`src/rtl/asc_arb_pkg.sv`:
```
`default_nettype none
// +----------------------------------------------------------------------+
// | asc_arb_pkg : shared constants for the AXI port arbiter               |
// | Rev 1.0                                                              |
// +----------------------------------------------------------------------+
package asc_arb_pkg;

  localparam logic [1:0] IDLE  = 2'd0;
  localparam logic [1:0] ISSUE = 2'd1;
  localparam logic [1:0] WAIT  = 2'd2;
  localparam logic [1:0] RESP  = 2'd3;

  // Bit 0 of a source index selects write (even) or read (odd)
  localparam logic SRC_WR = 1'b0;
  localparam logic SRC_RD = 1'b1;

  function automatic int src_idx_w(input int num_ports);
    return (num_ports > 1) ? $clog2(2 * num_ports) : 1;
  endfunction

endpackage
`default_nettype wire

```
`src/rtl/axi_port_arbiter_rr.sv`:
```
`default_nettype none
// +----------------------------------------------------------------------+
// | rr_arbiter : combinational round-robin pick starting after last_grant |
// | Rev 1.0                                                              |
// +----------------------------------------------------------------------+
module rr_arbiter #(
  parameter int N_REQ = 4,
  parameter int IDX_W = 2
) (
  input  logic [N_REQ-1:0] req,
  input  logic [IDX_W-1:0] last_grant,
  output logic [IDX_W-1:0] grant,
  output logic             any_req
);

  logic [IDX_W-1:0] idx;

  // Scan farthest-first so the closest requester after last_grant is the final winner
  always_comb begin
    grant   = '0;
    any_req = 1'b0;
    idx     = '0;
    for (int i = N_REQ; i >= 1; i--) begin
      idx = IDX_W'((int'(last_grant) + i) % N_REQ);
      if (req[idx]) begin
        grant   = idx;
        any_req = 1'b1;
      end
    end
  end

endmodule
`default_nettype wire

```
`src/rtl/axi_port_arbiter.sv`:
```
`default_nettype none
// +----------------------------------------------------------------------+
// | axi_port_arbiter : shares one AXI master engine between bridge ports  |
// | Rev 1.0                                                              |
// +----------------------------------------------------------------------+
module axi_port_arbiter
  import asc_arb_pkg::*;
#(
  parameter int NUM_PORTS  = 2,
  parameter int ADDR_WIDTH = 32,
  parameter int DATA_WIDTH = 256,
  parameter int TIMEOUT    = 1024
) (
  input  logic                            ACLK,
  input  logic                            ARESETN,
  input  logic [NUM_PORTS-1:0]            p_wr_start,
  input  logic [NUM_PORTS*ADDR_WIDTH-1:0] p_wr_addr,
  input  logic [NUM_PORTS*DATA_WIDTH-1:0] p_wr_data,
  output logic [NUM_PORTS-1:0]            p_wr_done,
  input  logic [NUM_PORTS-1:0]            p_rd_start,
  input  logic [NUM_PORTS*ADDR_WIDTH-1:0] p_rd_addr,
  output logic [NUM_PORTS-1:0]            p_rd_done,
  output logic [NUM_PORTS*DATA_WIDTH-1:0] p_rd_data,
  output logic                            m_wr_start,
  output logic                            m_rd_start,
  output logic [ADDR_WIDTH-1:0]           m_addr,
  output logic [DATA_WIDTH-1:0]           m_wdata,
  input  logic                            m_wr_done,
  input  logic                            m_rd_done,
  input  logic [DATA_WIDTH-1:0]           m_rd_data,
  output logic                            busy,
  output logic                            err_timeout,
  output logic [NUM_PORTS*2-1:0]          err_overrun
);

  localparam int N_SRC  = 2 * NUM_PORTS;
  localparam int IDX_W  = src_idx_w(NUM_PORTS);
  localparam int PORT_W = (NUM_PORTS > 1) ? $clog2(NUM_PORTS) : 1;
  localparam int CNT_W  = (TIMEOUT > 1) ? $clog2(TIMEOUT) : 1;
  localparam logic [CNT_W-1:0] CNT_LAST = CNT_W'((TIMEOUT > 0) ? TIMEOUT - 1 : 0);

  logic [1:0]            state_q, state_d;
  logic [N_SRC-1:0]      pending_q, pending_d;
  logic [ADDR_WIDTH-1:0] src_addr_q [N_SRC];
  logic [ADDR_WIDTH-1:0] src_addr_d [N_SRC];
  logic [DATA_WIDTH-1:0] wr_data_q [NUM_PORTS];
  logic [DATA_WIDTH-1:0] wr_data_d [NUM_PORTS];
  logic [DATA_WIDTH-1:0] rd_data_q [NUM_PORTS];
  logic [DATA_WIDTH-1:0] rd_data_d [NUM_PORTS];
  logic [IDX_W-1:0]      grant_q, grant_d;
  logic [IDX_W-1:0]      last_grant_q, last_grant_d;
  logic [CNT_W-1:0]      wd_cnt_q, wd_cnt_d;
  logic [ADDR_WIDTH-1:0] m_addr_q, m_addr_d;
  logic [DATA_WIDTH-1:0] m_wdata_q, m_wdata_d;
  logic                  err_timeout_q, err_timeout_d;
  logic [N_SRC-1:0]      err_overrun_q, err_overrun_d;

  logic [N_SRC-1:0]      w_start;
  logic [ADDR_WIDTH-1:0] w_src_addr [N_SRC];
  logic [IDX_W-1:0]      w_grant;
  logic                  w_any_req;
  logic                  w_take;
  logic                  w_cur_rd;
  logic [PORT_W-1:0]     w_cur_port;
  logic [PORT_W-1:0]     w_gnt_port;
  logic                  w_done;
  logic                  w_timeout;

  generate
    for (genvar p = 0; p < NUM_PORTS; p++) begin : g_port
      assign w_start[2*p]      = p_wr_start[p];
      assign w_start[2*p+1]    = p_rd_start[p];
      assign w_src_addr[2*p]   = p_wr_addr[p*ADDR_WIDTH +: ADDR_WIDTH];
      assign w_src_addr[2*p+1] = p_rd_addr[p*ADDR_WIDTH +: ADDR_WIDTH];
      assign p_rd_data[p*DATA_WIDTH +: DATA_WIDTH] = rd_data_q[p];
    end
  endgenerate

  rr_arbiter #(
    .N_REQ (N_SRC),
    .IDX_W (IDX_W)
  ) u_rr (
    .req        (pending_q),
    .last_grant (last_grant_q),
    .grant      (w_grant),
    .any_req    (w_any_req)
  );

  assign w_take     = (state_q == IDLE) && w_any_req;
  assign w_cur_rd   = (grant_q[0] == SRC_RD);
  assign w_cur_port = PORT_W'(grant_q >> 1);
  assign w_gnt_port = PORT_W'(w_grant >> 1);
  assign w_done     = w_cur_rd ? m_rd_done : m_wr_done;
  assign w_timeout  = (TIMEOUT != 0) && (wd_cnt_q == CNT_LAST);

  always_ff @(posedge ACLK or negedge ARESETN) begin
    if (!ARESETN) state_q <= IDLE;
    else          state_q <= state_d;
  end

  // A done arriving in the ISSUE cycle is honoured for zero-latency engines
  always_comb begin
    state_d = state_q;
    case (state_q)
      IDLE:    if (w_any_req) state_d = ISSUE;
      ISSUE:   state_d = w_done ? RESP : WAIT;
      WAIT:    if (w_done || w_timeout) state_d = RESP;
      default: state_d = IDLE;
    endcase
  end

  always_comb begin
    m_wr_start = (state_q == ISSUE) && !w_cur_rd;
    m_rd_start = (state_q == ISSUE) &&  w_cur_rd;
    busy       = (state_q != IDLE);
    p_wr_done  = '0;
    p_rd_done  = '0;
    if (state_q == RESP) begin
      if (w_cur_rd) p_rd_done[w_cur_port] = 1'b1;
      else          p_wr_done[w_cur_port] = 1'b1;
    end
  end

  always_comb begin
    pending_d     = pending_q;
    src_addr_d    = src_addr_q;
    wr_data_d     = wr_data_q;
    rd_data_d     = rd_data_q;
    grant_d       = grant_q;
    last_grant_d  = last_grant_q;
    wd_cnt_d      = '0;
    m_addr_d      = m_addr_q;
    m_wdata_d     = m_wdata_q;
    err_timeout_d = err_timeout_q;
    err_overrun_d = err_overrun_q;

    if (w_take) begin
      pending_d[w_grant] = 1'b0;
      grant_d            = w_grant;
      m_addr_d           = src_addr_q[w_grant];
      if (w_grant[0] == SRC_WR) m_wdata_d = wr_data_q[w_gnt_port];
    end

    // Overrun only when a still-waiting request is replaced; a start on the grant edge loses nothing
    for (int s = 0; s < N_SRC; s++) begin
      if (w_start[s]) begin
        if (pending_d[s]) err_overrun_d[s] = 1'b1;
        pending_d[s]  = 1'b1;
        src_addr_d[s] = w_src_addr[s];
      end
    end
    for (int p = 0; p < NUM_PORTS; p++) begin
      if (p_wr_start[p]) wr_data_d[p] = p_wr_data[p*DATA_WIDTH +: DATA_WIDTH];
    end

    if (((state_q == ISSUE) || (state_q == WAIT)) && w_cur_rd && m_rd_done)
      rd_data_d[w_cur_port] = m_rd_data;

    if (state_q == WAIT) begin
      wd_cnt_d = wd_cnt_q + 1'b1;
      if (!w_done && w_timeout) err_timeout_d = 1'b1;
    end

    if (state_q == RESP) last_grant_d = grant_q;
  end

  always_ff @(posedge ACLK or negedge ARESETN) begin
    if (!ARESETN) begin
      pending_q     <= '0;
      src_addr_q    <= '{default: '0};
      wr_data_q     <= '{default: '0};
      rd_data_q     <= '{default: '0};
      grant_q       <= '0;
      last_grant_q  <= IDX_W'(N_SRC - 1);
      wd_cnt_q      <= '0;
      m_addr_q      <= '0;
      m_wdata_q     <= '0;
      err_timeout_q <= 1'b0;
      err_overrun_q <= '0;
    end else begin
      pending_q     <= pending_d;
      src_addr_q    <= src_addr_d;
      wr_data_q     <= wr_data_d;
      rd_data_q     <= rd_data_d;
      grant_q       <= grant_d;
      last_grant_q  <= last_grant_d;
      wd_cnt_q      <= wd_cnt_d;
      m_addr_q      <= m_addr_d;
      m_wdata_q     <= m_wdata_d;
      err_timeout_q <= err_timeout_d;
      err_overrun_q <= err_overrun_d;
    end
  end

  assign m_addr      = m_addr_q;
  assign m_wdata     = m_wdata_q;
  assign err_timeout = err_timeout_q;
  assign err_overrun = err_overrun_q;

endmodule
`default_nettype wire

```
`config.mk`:
```
export PLATFORM = sky130hd
export DESIGN_NAME = axi_port_arbiter
export DESIGN_NICKNAME = d
export VERILOG_FILES = /design/src/rtl/asc_arb_pkg.sv /design/src/rtl/axi_port_arbiter_rr.sv /design/src/rtl/axi_port_arbiter.sv
export SDC_FILE = /design/constraint.sdc
export NUM_CORES = 2
export LEC_CHECK = 0
export CAP_MARGIN = 5
export CORE_AREA = 4 4 670 672
export DETAILED_ROUTE_END_ITERATION = 8
export DIE_AREA = 0 0 674 676
export GPL_TIMING_DRIVEN = 1
export PLACE_DENSITY = 0.4
export SLEW_MARGIN = 40
export SYNTH_ARGS = -nofsm -noshare
export SYNTH_HDL_FRONTEND = slang
export SYNTH_HIERARCHICAL = 1
export SYNTH_SLANG_ARGS = --single-unit
```
`constraint.sdc`:
```
create_clock -name ACLK -period 2.62 [get_ports ACLK]
set_clock_uncertainty 0.05 [all_clocks]
set_input_delay 0.524 -clock ACLK [delete_from_list [all_inputs] [get_ports ACLK]]
set_output_delay 0.524 -clock ACLK [all_outputs]
set_load 0.005 [all_outputs]
```
==> results_dict.tcl <==
set metrics [dict create \
    status "completed" \
    clkSinkCount 1465 \
    p_int_uw 67100 \
    num_rows 245 \
    antenna_found_initial 252 \
    r2r_start "last_grant_q[1]$_DFFE_PN1P_" \
    rsz0062_at_grt "yes" \
    met1_length_um 121000 \
    drt_first_pass_iters 4 \
    wl_per_cell_um 28.1 \
    drc 0 \
    layout_min_cycle_time_ps 2510 \
    place_congestion 0.825 \
    clockPowerShare 0.257 \
    finalWirelength_um 329000 \
    critPathKind "reg -> reg" \
    yosys_warnings 6 \
    grt.total_usage 0.139 \
    slew_headroom 0.451 \
    crit_required_ps 3260 \
    overflow 0 \
    finish.utilization 0.201 \
    power.leakage_uw 0.0364 \
    hp-class "in -> reg" \
    drt-initial-drc-count 1743 \
    wl_met2_um 169000 \
    setup_tns_ps 0 \
    final-hold-violation-count 0 \
    design.core.area_mm2 0.444 \
    clk_path_buf_depth 4 \
    ys_ff_latch 1465 \
    ios 1716 \
    vias 40100 \
    critPathLaunch "last_grant_q[1]$_DFFE_PN1P_" \
    drive_gt1_frac 0.294 \
    end_kind "flip-flop" \
    power.switching_uw 34300 \
    ys_types 43 \
    cts.clk_slew.worst_paths_ps 60 \
    worstSetupStartpointType "flip-flop" \
    grt_max_degree 100 \
    cts_max_level 4 \
    die_area_mm2 0.456 \
    syn_avg_cell_area_um2 15.3 \
    area_growth_pct 54.4 \
    nets 6524 \
    clock_latency_ps 870 \
    maxCapViolations 0 \
    cp_max_fo 49 \
    pwr-share-comb 0.398 \
    initial_core_util 0.130 \
    viasPerCell 3.42 \
    top_layer "met5" \
    cts_buffers 187 \
    report.final.slew_viol_count 0 \
    finalCritPeriodShare 0.956 \
    root_buffer "clkbuf_16" \
    fp.dieH_um 676 \
    yosysSeqAreaShare 0.635 \
    worstHoldStart "p_wr_start[0]" \
    vdd_ir_drop_max_uv 649 \
    power.share.switching 0.339 \
    max_slew.worst_pin.slew_ps 824 \
    first_global_vias 42600 \
    power_density_mw_per_mm2 1140 \
    seqPwrFrac 0.345 \
    setup_violations 0 \
    crit_arrival_ps 3150 \
    netlist_area_mm2 0.0578 \
    max_freq_ghz 0.399 \
    synth_cells 3776 \
    grt_pass1_wl_um 426000 \
    dp_hpwl_um 272000 \
    cts_tree "built" \
    wl_met3_um 27200 \
    syn-num-nets 4686 \
    die_w_um 674 \
    port_buffers 1715 \
    ant_nets 0 \
]
routing by layer:
layer  global-route usage  up-vias
met1                0.152    20600
met3               0.0501      653
met2                0.253     1545
met5                    0        -
li1                     -    17100
met4               0.0367      172
timing repair:
action                                  4_1_cts  5_1_grt
buffers inserted                              4        1
hold endpoints to repair                    277        0
pin swaps                                     1        1
hold buffers                                  3        0
resized for setup                           134        0
endpoints found under the setup margin       89        4
cell families (layout without fill, tap and decap cells):
kind of cell | after synthesis | in the layout | share of synthesized area
mux | 1477 | 1477 | 0.291
flops | 1465 | 1465 | 0.635
simple gates | 304 | 304 | 0.0211
compound gates | 279 | 279 | 0.0249
buf+inv | 239 | 2219 | 0.0266
fa+ha+maj | 6 | 6 | 0.00130
xor+xnor | 6 | 6 | 0.000910
other cells | 0 | 31 | 0
area by class of cell:
| type | count | area, um^2 |
|---|---|---|
| Antenna cell | 31 | 77.6 |
| Clock buffer | 272 | 5450 |
| Clock inverter | 59 | 674 |
| Fill cell | 47800 | 354000 |
| Inverter | 11 | 41.3 |
| Multi-Input combinational cell | 2072 | 19700 |
| Sequential cell | 1465 | 36700 |
| Tap cell | 5928 | 7420 |
| Timing Repair Buffer | 1877 | 19200 |
through the flow:
step	hold WS (ps)	setup WS [ps]	power, uW	cell area [um^2]	cells
4_1_cts	6.97	-53.3	104000	89100	11700
5_1_grt	37.2	-66.8	107000	89200	11700
2_1_floorplan	178	484	50700	57800	3776
3_3_place_gp	413	94.1	76900	82900	11300
3_5_place_dp	414	113	77400	82900	11300
6_report	121	114	101000	89200	11700
Yosys cell counts (all sizes together):
cell / number / area (um^2)
dfrtp: 1463 / 36600
mux2: 1186 / 13500
nand2: 264 / 991
o21ai: 263 / 1320
mux2i: 259 / 2590
buf: 193 / 1370
clkbuf: 35 / 131
mux4: 32 / 736
inv: 11 / 41.3
and2: 9 / 56.3
nor2: 7 / 26.3
ha: 6 / 75.1
nand2b: 5 / 31.3
nand3: 5 / 25.0
nand4: 4 / 25.0
a21oi: 3 / 18.8
a31o: 3 / 26.3
nor3: 3 / 15.0
xnor2: 3 / 26.3
xor2: 3 / 26.3
a21boi: 2 / 15.0
a21o: 2 / 15.0
dfstp: 2 / 52.6
nor3b: 2 / 15.0
o21bai: 2 / 15.0
or3: 2 / 12.5
a31oi: 1 / 6.26
and2b: 1 / 7.51
nand3b: 1 / 7.51
nor2b: 1 / 6.26
o21a: 1 / 7.51
o221ai: 1 / 15.0
o22ai: 1 / 6.26
power by group through the flow:
stage	clock [uW]	sequential, uW	combinational, uW
after detailed placement	0	35400	42000
after global routing	27900	35800	43200
final	26000	35000	40400
after floorplan	0	34100	16600
after global placement	0	35300	41700
after CTS	27100	35100	41800
flip-flops by register name, indices dropped and copies added, names as in the netlist:
name	count
err_timeout	1
m_addr	32
grant_q	2
src_addr_q	128
pending_q	4
wr_data_q	512
p_rd_data	512
m_wdata	256
last_grant_q	2
err_overrun	4
state_q	2
wd_cnt_q	10
critical path, cell delays in order, from the launching register on:
cell     delay, ps
dfstp_2        580
a31oi_1        140
a21oi_4        200
buf_12         220
buf_12         380
mux2i_1        430
o21ai_0        130
final timing paths:
check | to | slack [ps] | cells after the start
max reg2reg | m_wdata[79]$_DFFE_PN0P_ | 110 | 6
min reg2reg | err_overrun[3]$_DFFE_PN0P_ | 420 | 1
max in group asynchronous | m_addr[16]$_DFFE_PN0N_ | 1100 | 3
max | m_wdata[79]$_DFFE_PN0P_ | 110 | 6
min in group asynchronous | m_addr[24]$_DFFE_PN0N_ | 350 | 2
min | wr_data_q[316]$_DFFE_PN0P_ | 120 | 2
cells in the final DEF, fill, tap and decap left out, types with 4 or more instances in the layout:
cell type and instances:
nor2_1 5, clkdlybuf4s50_1 1606, nand2_1 263, dlygate4sd2_1 76
nand4_1 4, o21ai_0 260, dfrtp_1 1453, mux2i_1 259
mux2_1 30, nand2b_1 4, mux2_2 1129, buf_2 4
mux4_1 4, buf_6 7, ha_1 4, clkinv_2 34
diode_2 31, mux4_2 28, clkbuf_8 45, buf_8 4
bufinv_16 8, inv_1 9, buf_12 75, mux2_4 27
clkbuf_16 187, buf_4 100, inv_6 4, clkinv_8 4
clkbuf_1 40, dfrtp_2 10, and2_1 8, nand3_1 5
No activity file was read; power rests on OpenSTA's default activity.
